## src/rtl/puf_eval_controller.sv

```systemverilog
// Sequencer for the serial ring-oscillator PUF: one challenge bit at a time it
// enables an RO pair, measures both for a fixed window and records which ran faster.
module puf_eval_controller #(
  parameter int N_RO   = 32,
  parameter int CNT_W  = 16,
  parameter int SETTLE = 4,
  parameter int WINDOW = 1024
) (
  input  logic             clk,
  input  logic             rst,
  input  logic             start,
  input  logic [7:0]       challenge,
  input  logic             host_ack,
  input  logic [CNT_W-1:0] cnt_a,
  input  logic [CNT_W-1:0] cnt_b,
  output logic [N_RO-1:0]  ro_en,
  output logic [4:0]       sel_a,
  output logic [4:0]       sel_b,
  output logic             cnt_clr,
  output logic             cnt_run,
  output logic             busy,
  output logic             done,
  output logic [7:0]       response,
  output logic [7:0]       ties,
  output logic [2:0]       bit_idx
);

  localparam int TMAX = (SETTLE > WINDOW) ? SETTLE : WINDOW;
  localparam int TW   = $clog2(TMAX + 1);

  typedef enum logic [2:0] {
    S_IDLE, S_SETTLE, S_MEASURE, S_COMPARE, S_DONE
  } state_t;

  state_t         state, state_nx;
  logic [TW-1:0]  tmr;
  logic [7:0]     chal;
  logic           last_settle, last_window;
  logic [4:0]     pair_base;

  assign last_settle = (tmr == TW'(SETTLE - 1));
  assign last_window = (tmr == TW'(WINDOW - 1));
  // {i, c, 0} == 4i + 2c: the pair index of bit i
  assign pair_base   = {bit_idx, chal[bit_idx], 1'b0};

  always_ff @(posedge clk) begin
    if (rst) begin
      state    <= S_IDLE;
      tmr      <= '0;
      chal     <= '0;
      bit_idx  <= '0;
      response <= '0;
      ties     <= '0;
    end else begin
      state <= state_nx;
      case (state)
        S_IDLE: if (start) begin
          chal     <= challenge;
          response <= '0;
          ties     <= '0;
          bit_idx  <= '0;
          tmr      <= '0;
        end
        S_SETTLE:  tmr <= last_settle ? '0 : tmr + TW'(1);
        S_MEASURE: tmr <= last_window ? '0 : tmr + TW'(1);
        S_COMPARE: begin
          response[bit_idx] <= (cnt_a > cnt_b);
          ties[bit_idx]     <= (cnt_a == cnt_b);
          if (bit_idx != 3'd7) bit_idx <= bit_idx + 3'd1;
        end
        default: ;
      endcase
    end
  end

  always_comb begin
    state_nx = state;
    ro_en    = '0;
    sel_a    = '0;
    sel_b    = '0;
    cnt_clr  = 1'b1;
    cnt_run  = 1'b0;
    busy     = 1'b1;
    done     = 1'b0;
    case (state)
      S_IDLE: begin
        busy = 1'b0;
        if (start) state_nx = S_SETTLE;
      end
      S_SETTLE: begin
        ro_en = N_RO'(2'b11) << pair_base;
        sel_a = pair_base;
        sel_b = pair_base | 5'd1;
        if (last_settle) state_nx = S_MEASURE;
      end
      S_MEASURE: begin
        ro_en   = N_RO'(2'b11) << pair_base;
        sel_a   = pair_base;
        sel_b   = pair_base | 5'd1;
        cnt_clr = 1'b0;
        cnt_run = 1'b1;
        if (last_window) state_nx = S_COMPARE;
      end
      S_COMPARE: begin
        // selects stay on the pair so the frozen counts remain routed
        sel_a    = pair_base;
        sel_b    = pair_base | 5'd1;
        cnt_clr  = 1'b0;
        state_nx = (bit_idx == 3'd7) ? S_DONE : S_SETTLE;
      end
      S_DONE: begin
        done = 1'b1;
        if (host_ack) state_nx = S_IDLE;
      end
      default: state_nx = S_IDLE;
    endcase
  end

endmodule

```

## config.mk

```make
export PLATFORM = sky130hd
export DESIGN_NAME = puf_eval_controller
export DESIGN_NICKNAME = d
export VERILOG_FILES = /design/src/rtl/puf_eval_controller.sv
export SDC_FILE = /design/constraint.sdc
export NUM_CORES = 1
export LEC_CHECK = 0
export ABC_AREA = 1
export CAP_MARGIN = 20
export CORE_ASPECT_RATIO = 0.5
export CORE_MARGIN = 8
export CORE_UTILIZATION = 45
export CTS_BUF_LIST = sky130_fd_sc_hd__clkbuf_2
export DETAILED_ROUTE_END_ITERATION = 16
export MAX_ROUTING_LAYER = met4
export PLACE_DENSITY = 0.82
export SYNTH_ARGS = -nofsm -noshare
export SYNTH_HDL_FRONTEND = slang
export SYNTH_SLANG_ARGS = --single-unit
```

## constraint.sdc

```tcl
create_clock -name clk -period 1.9 [get_ports clk]
set_input_delay 0.38 -clock clk [delete_from_list [all_inputs] [get_ports clk]]
set_output_delay 0.38 -clock clk [all_outputs]
set_load 0.03 [all_outputs]
```

## Yosys cells after proc, flatten, opt, wreduce, memory -nomap -nowiden

Cells that the tools add are included.

| cells by class | value |
|---|---|
| eq/ne operators | 14 |
| add/sub/neg operators | 2 |
| $lt $le $gt $ge | 3 |
| muxes and demuxes | 29 |
| reductions and logical operators | 12 |
| shifts and indexed selects | 1 |

Operators with widths:

| operator | number |
|---|---|
| 11-bit 2-to-1 mux | 3 |
| 11-bit case mux with 3 select lines | 1 |
| 32-bit 2-to-1 mux | 1 |
| 8-bit case mux with 2 select lines | 2 |
| 2-bit by 5-bit left shift with 32-bit output (first input constant) | 1 |
| 3-bit 2-to-1 mux | 7 |
| 8-bit bitwise mux | 2 |
| 16-bit == test | 1 |
| 16-bit greater-than comparator | 1 |
| 3-bit case mux with 5 select lines | 1 |
| 11-bit by 1-bit adder with 11-bit output (second input constant) | 1 |
| 11-bit by 10-bit == test with 1-bit output (second input constant) | 1 |
| 11-bit by 2-bit == test with 1-bit output (second input constant) | 1 |
| 5-bit 2-to-1 mux | 2 |
| 2-bit != test (second input constant) | 5 |
| 8-bit 2-to-1 mux | 1 |
| 3-bit by 2-bit == test with 1-bit output (second input constant) | 2 |
| 3-bit == test (second input constant) | 2 |
| 1-bit 2-to-1 mux | 6 |
| 3-bit case mux with 2 select lines | 1 |
| 2-bit AND reduction | 3 |
| 3-bit by 4-bit < comparator with 1-bit output (second input constant) | 1 |
| 4-bit AND reduction | 1 |
| 2-bit OR reduction | 2 |
| other kinds (12) | 12 |

| storage, ports and cells | value |
|---|---|
| bits of input ports | 44 |
| logic and storage cells | 67 |
| output and inout bits | 65 |
| bits in registers | 41 |

## Depth between registers and ports, before layout

Gate-level depths: netlist of run 1.

| depth | value |
|---|---|
| depth in word-level cells | 6 |
| gate-level depth with buffers | 11 |
| gate-level depth less buffers | 11 |

## Least setup slack after synthesis of run 1

OpenSTA, ideal clock, no wires.

| path | value |
|---|---|
| kind | register -> output |
| start | register bit_idx[0] |
| end | output ro_en[27] |
| data required time | 1.520 ns |
| slack | -1.038 ns |
| stages on the path, launching flop included | 11 |
| path buffers | 2 |
| arrival time | 2.558 ns |
| cell sequence | dfxtp_1 -> buf_2 -> nand2_1 -> o21ai_0 -> nand2_1 -> nand2_1 -> nand2_1 -> nand2_1 -> inv_1 -> nor4_1 -> buf_4 |

| on the way | value |
|---|---|
| longest elaborated chain between the ends | 4 |

RTL lines:

| what | RTL line | source |
|---|---|---|
| from (decl) | 25 | `output logic [2:0] bit_idx` |
| from (signal assigned) | 69 | `if (bit_idx != 3'd7) bit_idx <= bit_idx + 3'd1;` |
| 1-bit binary-select mux with 3-bit select | 44 | `assign pair_base = {bit_idx, chal[bit_idx], 1'b0};` |
| 1-bit 2-to-1 mux (implied by the code) | 44 |  |
| 2-bit by 5-bit left shift with 32-bit output (*) | 91, 97 |  |
| 32-bit 2-to-1 mux (*) | n/a |  |
| to (decl) | 16 | `output logic [N_RO-1:0] ro_en,` |

Mark *: on every way between the ends. The rest lies on a longest branch, timed or not. The select of a mux whose other input is x is not followed.

## Worst setup path after layout of run 1

| path | value |
|---|---|
| start | register bit_idx[0] |
| end | output ro_en[31] |

The elaborated chain is that of the path after synthesis.

==> results of run 1 <==
logic make-up after synthesis:
logic type | share of synthesized area [%]
and+or+nand+nor | 32.1
buffers and inverters | 17.1
AOI/OAI and AO/OA | 11.3
DFF | 29.4
adders and majority gates | 8.51
xor gates and xnor gates | 1.57
other | 0.134
synthesized netlist by cell type (all sizes together):
cell	n
nand2	88
nand3	38
nor3b	1
conb	1
nor3	5
o21ai	15
a21oi	35
nor4	4
ha	19
inv	71
a211oi	2
o211ai	1
xor2	5
clkbuf	3
o21bai	2
dfxtp	41
a31oi	1
buf	28
nor2	55
nand4	6
o22ai	1
or2	1
worst max-delay path by stage:
stage	end	depth (start not counted)
global route	ro_en[31]	10
CTS	ro_en[31]	9
detailed placement	response[1]$_SDFFE_PP0P_	11
floorplan	ro_en[31]	9
finish	ro_en[31]	9
global placement	response[5]$_SDFFE_PP0P_	11
registers in the layout, indices dropped and copies added, names as in the netlist:
name	flops
ties	8
response	8
state	3
bit_idx	3
tmr	11
chal	8
tightest hold or removal path, stage by stage, from the launching register on:
cell     delay (ns)
dfxtp_1        0.36
nand3_1        0.07
a21oi_1        0.06
what timing repair did:
action,CTS,global route
gates cloned,0,0
pin swaps,20,9
hold buffers,0,0
buffers inserted,13,5
resized for setup,71,52
endpoints found under the setup margin,41,70
per-layer routing:
layer	part of all wire, %	global-route usage (%)	wire length (microns)	vias to the layer above
met5	0	-	0	-
met4	1.5	4.97	132	0
met3	5.8	5.85	500	12
met2	52	34.4	4480	97
met1	41	19.5	3540	1434
li1	-	-	-	1547
cell type report:
cell class / count / area, sq um
clock inverters: 3 / 17.5
fillers: 441 / 1590
multi-input cells: 280 / 1780
inverters: 71 / 290
clock buffers: 5 / 25.0
flip-flops and latches: 41 / 840
well taps: 88 / 110
repair buffers: 135 / 1370
through the flow:
step,util (%),area [sq um]
after floorplan,-,3020
after global placement,65.4,3950
after detailed placement,65.4,3950
after CTS,71.0,4280
after global routing,73.6,4440
final,73.6,4440
power by group:
| part | internal (mW) | switching [mW] | total [mW] | leakage, nW |
|---|---|---|---|---|
| Sequential | 0.976 | 0.113 | 1.09 | 0.337 |
| Combinational | 0.975 | 1.64 | 2.62 | 1.96 |
| Clock | 0.0872 | 0.308 | 0.395 | 0.0304 |
| Total | 2.04 | 2.06 | 4.10 | 2.33 |
==> results.sh, run 1 <==
export IMPL_io_pins=109
export IMPL_finalCriticalPeriod_ns=2.29
export IMPL_cp_slowest_cell="dfxtp_4"
export IMPL_outcome="finished, violations left"
export IMPL_violations="setup timing"
export IMPL_min_period_over_period_pct=121
export IMPL_synth_area_leaders="dfxtp_1, nand2_1, inv_1"
export IMPL_reg2reg_setup_slack_ns=0.07
export IMPL_setup_tns_ns=-10.66
export IMPL_hold_path_class="reg2reg"
export IMPL_clockBufferDepth=2
export IMPL_layout_cells_most_common="nand2_1"
export IMPL_grt_pass1_vias=3017
export IMPL_cts_sinks=41
export IMPL_cp_buffers_inverters=3
export IMPL_antenna_cells=0
export IMPL_fin_cells=623
export IMPL_drive_gt1_share_pct=29.2
export IMPL_die_y_microns=71.7
export IMPL_cp_start_kind="register"
export IMPL_seq_area_frac_synth_pct=29.4
export IMPL_crit_chain="buf_4 -> o21ai_2 -> nand2_1 -> nand2_1 -> nand2_1 -> nand2_2 -> inv_6 -> nor4_4 -> buf_6"
export IMPL_ys_ff_latch=41
export IMPL_path_clk_slew_ns=0.22
export IMPL_area_growth_syn_to_layout_pct=58.8
export IMPL_grt_pass1_wl_microns=13800
export IMPL_first_pass_iters=4
export IMPL_cp_data_required_time_ns=1.52
export IMPL_grt_max_degree=24
export IMPL_cp_top_family="simple AND/OR/NAND/NOR gates"
export IMPL_wl_per_cell_microns=13.9
export IMPL_slowest_delay_ns=0.41
export IMPL_end_kind="output pin"
export IMPL_die_area_sq_um=9140
export IMPL_syn_cell_area_sq_um=2790
export IMPL_antenna_found_initial=0
export IMPL_yosysTopAreaCellShare_pct=29.4
export IMPL_reg2reg_to="tmr[8]$_SDFFE_PP0P_"
export IMPL_fp_dieW_microns=127
export IMPL_finalWorstSetupSlack_ns=-0.392
export IMPL_hold_violations=0
export IMPL_cpMostUsedCell="nand2_1"
export IMPL_rr_startpoint="state[2]$_SDFFE_PP0P_"
export IMPL_rsz0062_at_grt="yes"
export IMPL_whs_ns=0.496
export IMPL_synth_area_per_cell_sq_um=6.61
export IMPL_grt_overflow_total=0
export IMPL_cp_startpoint="bit_idx[0]$_SDFFE_PP0P_"
export IMPL_min_to="ties[3]$_SDFFE_PP0P_"
export IMPL_initial_core_util_pct=46.3
export IMPL_ys_warn_count=0
export IMPL_vdd_drop_max_uv=420
export IMPL_routabilityCongestion=0.871
export IMPL_worst_r2r_path_depth=10
export IMPL_postRouteAntennaNets=0
export IMPL_path_class="reg2out"
export IMPL_worstSkewPairLatency_ns=0.41
export IMPL_viasPerCell=4.96
export IMPL_port_buffers=107
export IMPL_cts_root_buf="clkbuf_2"
export IMPL_drv_cap=0
export IMPL_cts_buffers=5
export IMPL_drtIter0Drc=252
export IMPL_finalMaxSlewViolations=0
export IMPL_power_density_nw_per_um2=924
export IMPL_design_core_area_sq_um=6030
export IMPL_p_leak_nw=2.33
export IMPL_h_tree_depth=2
export IMPL_drc_errors=0
export IMPL_min_delay_start="ties[3]$_SDFFE_PP0P_"
export IMPL_p_total_mw=4.10
export IMPL_rows=20
export IMPL_grt_usage_pct=18.8
export IMPL_syn_nets=486
export IMPL_dp_cells=598
export IMPL_synth_top_cell_by_area="dfxtp_1"
export IMPL_hold_depth=2
export IMPL_fin_skew_ns=0.0298
export IMPL_num_nets_final=597
export IMPL_worstPathMaxFanout=7
export IMPL_num_vias=3090
export IMPL_dp_hpwl_microns=6220
export IMPL_final_cell_mix="nand2_1, inv_1, clkdlybuf4s50_1, buf_6"
export IMPL_cts_tree="yes"
export IMPL_cp_arrival_ns=1.91
export IMPL_finalWirelength_microns=8650
export IMPL_pre_cts_ws_ns=-0.395
export IMPL_syn_inst=423
export IMPL_ys_types=32
export IMPL_max_clock_freq_mhz=436
export IMPL_finalSetupViolCount=36
(Power assumes the default switching activity.)
==> inputs of run 2 (changes only) <==
--- a/config.mk
+++ b/config.mk
@@ -8,10 +8,11 @@
 export ABC_AREA = 1
 export CAP_MARGIN = 20
 export CORE_ASPECT_RATIO = 0.5
-export CORE_MARGIN = 8
+export CORE_MARGIN = 2
 export CORE_UTILIZATION = 45
 export CTS_BUF_LIST = sky130_fd_sc_hd__clkbuf_2
 export DETAILED_ROUTE_END_ITERATION = 16
+export GPL_TIMING_DRIVEN = 0
 export MAX_ROUTING_LAYER = met4
 export PLACE_DENSITY = 0.82
 export SYNTH_ARGS = -nofsm -noshare
==> results.sh, run 2 (same netlist as run 1, synthesis figures left out) <==
export IMPL_hold_violations=0
export IMPL_power_density_nw_per_um2=918
export IMPL_crit_chain="buf_12 -> nand2_2 -> o21ai_1 -> nand2_1 -> nand2_1 -> nand2_2 -> nand2_4 -> nor2_4 -> nand2_4 -> nor2_4 -> buf_6 -> buf_6"
export IMPL_finalMaxSlewViolations=0
export IMPL_p_int_mw=2.14
export IMPL_grt_overflow_total=0
export IMPL_drc_errors=0
export IMPL_placed_area_sq_um=4200
export IMPL_first_pass_iters=5
export IMPL_p_leak_nw=2.50
export IMPL_hold_path_class="reg2reg"
export IMPL_die_y_microns=59.7
export IMPL_area_growth_syn_to_layout_pct=67.2
export IMPL_min_period_over_period_pct=124
export IMPL_grt_pass1_wl_microns=12500
export IMPL_finalWorstSetupSlack_ns=-0.464
export IMPL_routabilityCongestion=0.854
export IMPL_fp_dieW_microns=115
export IMPL_p_seq_share_pct=25.0
export IMPL_cts_root_buf="clkbuf_2"
export IMPL_max_clock_freq_mhz=423
export IMPL_final_cell_mix="nand2_1, inv_1, buf_6, clkdlybuf4s50_1, buf_4"
export IMPL_clockBufferDepth=2
export IMPL_worstPathMaxFanout=8
export IMPL_cts_buffers=5
export IMPL_dp_hpwl_microns=5820
export IMPL_drive_gt1_share_pct=31.3
export IMPL_finalWirelength_microns=8300
export IMPL_end_kind="output pin"
export IMPL_ctsHoldBuffers=0
export IMPL_cp_start_kind="register"
export IMPL_grt_max_degree=14
export IMPL_worstSkewPairLatency_ns=0.41
export IMPL_drv_cap=0
export IMPL_layout_cells_most_common="nand2_1"
export IMPL_initial_core_util_pct=46.3
export IMPL_finalCriticalPeriod_ns=2.36
export IMPL_viasPerCell=4.97
export IMPL_violations="setup timing"
export IMPL_relSlewSlack_pct=62.5
export IMPL_antenna_cells=0
export IMPL_p_sw_mw=2.15
export IMPL_p_clk_share_pct=9.4
export IMPL_whs_ns=0.473
export IMPL_design_core_area_sq_um=6030
export IMPL_path_clk_slew_ns=0.22
export IMPL_die_area_sq_um=6890
export IMPL_postRouteAntennaNets=0
export IMPL_num_nets_final=624
export IMPL_rows=20
export IMPL_grt_pass1_vias=2829
export IMPL_wl_per_cell_microns=12.8
export IMPL_cp_arrival_ns=1.98
export IMPL_slowest_delay_ns=0.41
export IMPL_pwr_share_comb_pct=65.6
export IMPL_num_vias=3232
export IMPL_path_class="reg2out"
export IMPL_p_total_mw=4.29
export IMPL_antenna_found_initial=0
export IMPL_finalSetupViolCount=37
export IMPL_fin_skew_ns=0.00197
export IMPL_cts_tree="yes"
export IMPL_switching_share_pct=50.2
export IMPL_regMostFlops="tmr"
export IMPL_h_tree_depth=2
export IMPL_cp_data_required_time_ns=1.52
export IMPL_drtIter0Drc=245
export IMPL_outcome="finished, violations left"
export IMPL_grt_usage_pct=23.6
export IMPL_io_pins=109
export IMPL_utilization_pct=77.5
export IMPL_worst_pin_slew_ns=0.563
export IMPL_design_area_sq_um=4670
export IMPL_cts_sinks=41
export IMPL_largest_reg_flops=11
export IMPL_rsz0062_at_grt="yes"
export IMPL_vdd_drop_max_uv=490
export IMPL_port_buffers=107
export IMPL_cp_slowest_cell="dfxtp_4"
[run 2: cell types whose count changed in the layout (fill, tap and decap cells not counted), sizes merged]
cell           change
buf               +25
clkbuf             +2
clkdlybuf4s15      -2
dlygate4sd2        +2
clkinv             +1
clkinvlp           -1
[run 2: path summary, 6_finish.rpt]
check / from / endpoint / slack, ns / depth (start not counted)
min reg2reg: chal[6]$_SDFFE_PP0P_ / chal[6]$_SDFFE_PP0P_ / 0.47 / 2
max: bit_idx[0]$_SDFFE_PP0P_ / ro_en[29] / -0.46 / 12
min: chal[6]$_SDFFE_PP0P_ / chal[6]$_SDFFE_PP0P_ / 0.47 / 2
max reg2reg: bit_idx[0]$_SDFFE_PP0P_ / bit_idx[0]$_SDFFE_PP0P_ / 0.18 / 10
[run 2: timing repair]
| item | CTS | global route |
|---|---|---|
| endpoints found under the setup margin | 48 | 77 |
| resized for setup | 321 | 57 |
| pin swaps | 14 | 3 |
| buffers inserted | 16 | 8 |
| gates cloned | 0 | 0 |
[run 2: routing by layer]
| metal | GRT usage, % | vias up | share of wire [%] |
|---|---|---|---|
| li1 | - | 1605 | - |
| met5 | - | - | 0 |
| met2 | 42.6 | 119 | 50 |
| met1 | 26.9 | 1484 | 40 |
| met3 | 5.68 | 24 | 7.1 |
| met4 | 5.68 | 0 | 2.1 |
[run 2: worst max-delay path: cells and delay by family (launching register included)]
family | cells | cell delay (ns)
AOI/OAI and AO/OA | 1 | 0.05
buffers and inverters | 3 | 0.35
DFF | 1 | 0.41
and+or+nand+nor | 8 | 0.74
[run 2: cell type report]
type | count | area, sq um
buffer | 31 | 284
fill | 420 | 1360
multi-input combinational | 280 | 1820
sequential | 41 | 838
tap | 88 | 110
clock buffer | 5 | 25.0
timing repair buffer | 131 | 1290
inverter | 71 | 287
clock inverter | 3 | 17.5
[run 2: through the flow]
| step | setup WS (ns) | std cells | TNS [ns] |
|---|---|---|---|
| floorplan | -0.201 | 423 | -1.28 |
| global placement | -0.626 | 618 | -23.59 |
| detailed placement | -0.634 | 618 | -24.63 |
| CTS | -0.403 | 642 | -10.36 |
| global route | -0.540 | 650 | -14.67 |
| finish | -0.464 | 650 | -12.10 |
[run 2: power by group through the flow]
| stage | clock, mW | combinational [mW] | sequential, mW |
|---|---|---|---|
| global placement | 0 | 2.24 | 1.07 |
| global route | 0.446 | 2.98 | 1.08 |
| detailed placement | 0 | 2.26 | 1.08 |
| finish | 0.402 | 2.82 | 1.07 |
| CTS | 0.407 | 2.62 | 1.08 |
| floorplan | 0 | 1.58 | 1.09 |
==> inputs of run 3 (changes only) <==
--- a/config.mk
+++ b/config.mk
@@ -12,6 +12,7 @@
 export CORE_UTILIZATION = 45
 export CTS_BUF_LIST = sky130_fd_sc_hd__clkbuf_2
 export DETAILED_ROUTE_END_ITERATION = 16
+export GPL_ROUTABILITY_DRIVEN = 0
 export GPL_TIMING_DRIVEN = 0
 export MAX_ROUTING_LAYER = met4
 export PLACE_DENSITY = 0.82
==> results of run 3 <==
The final DEF is identical to that of run 2; final timing and power are the same.
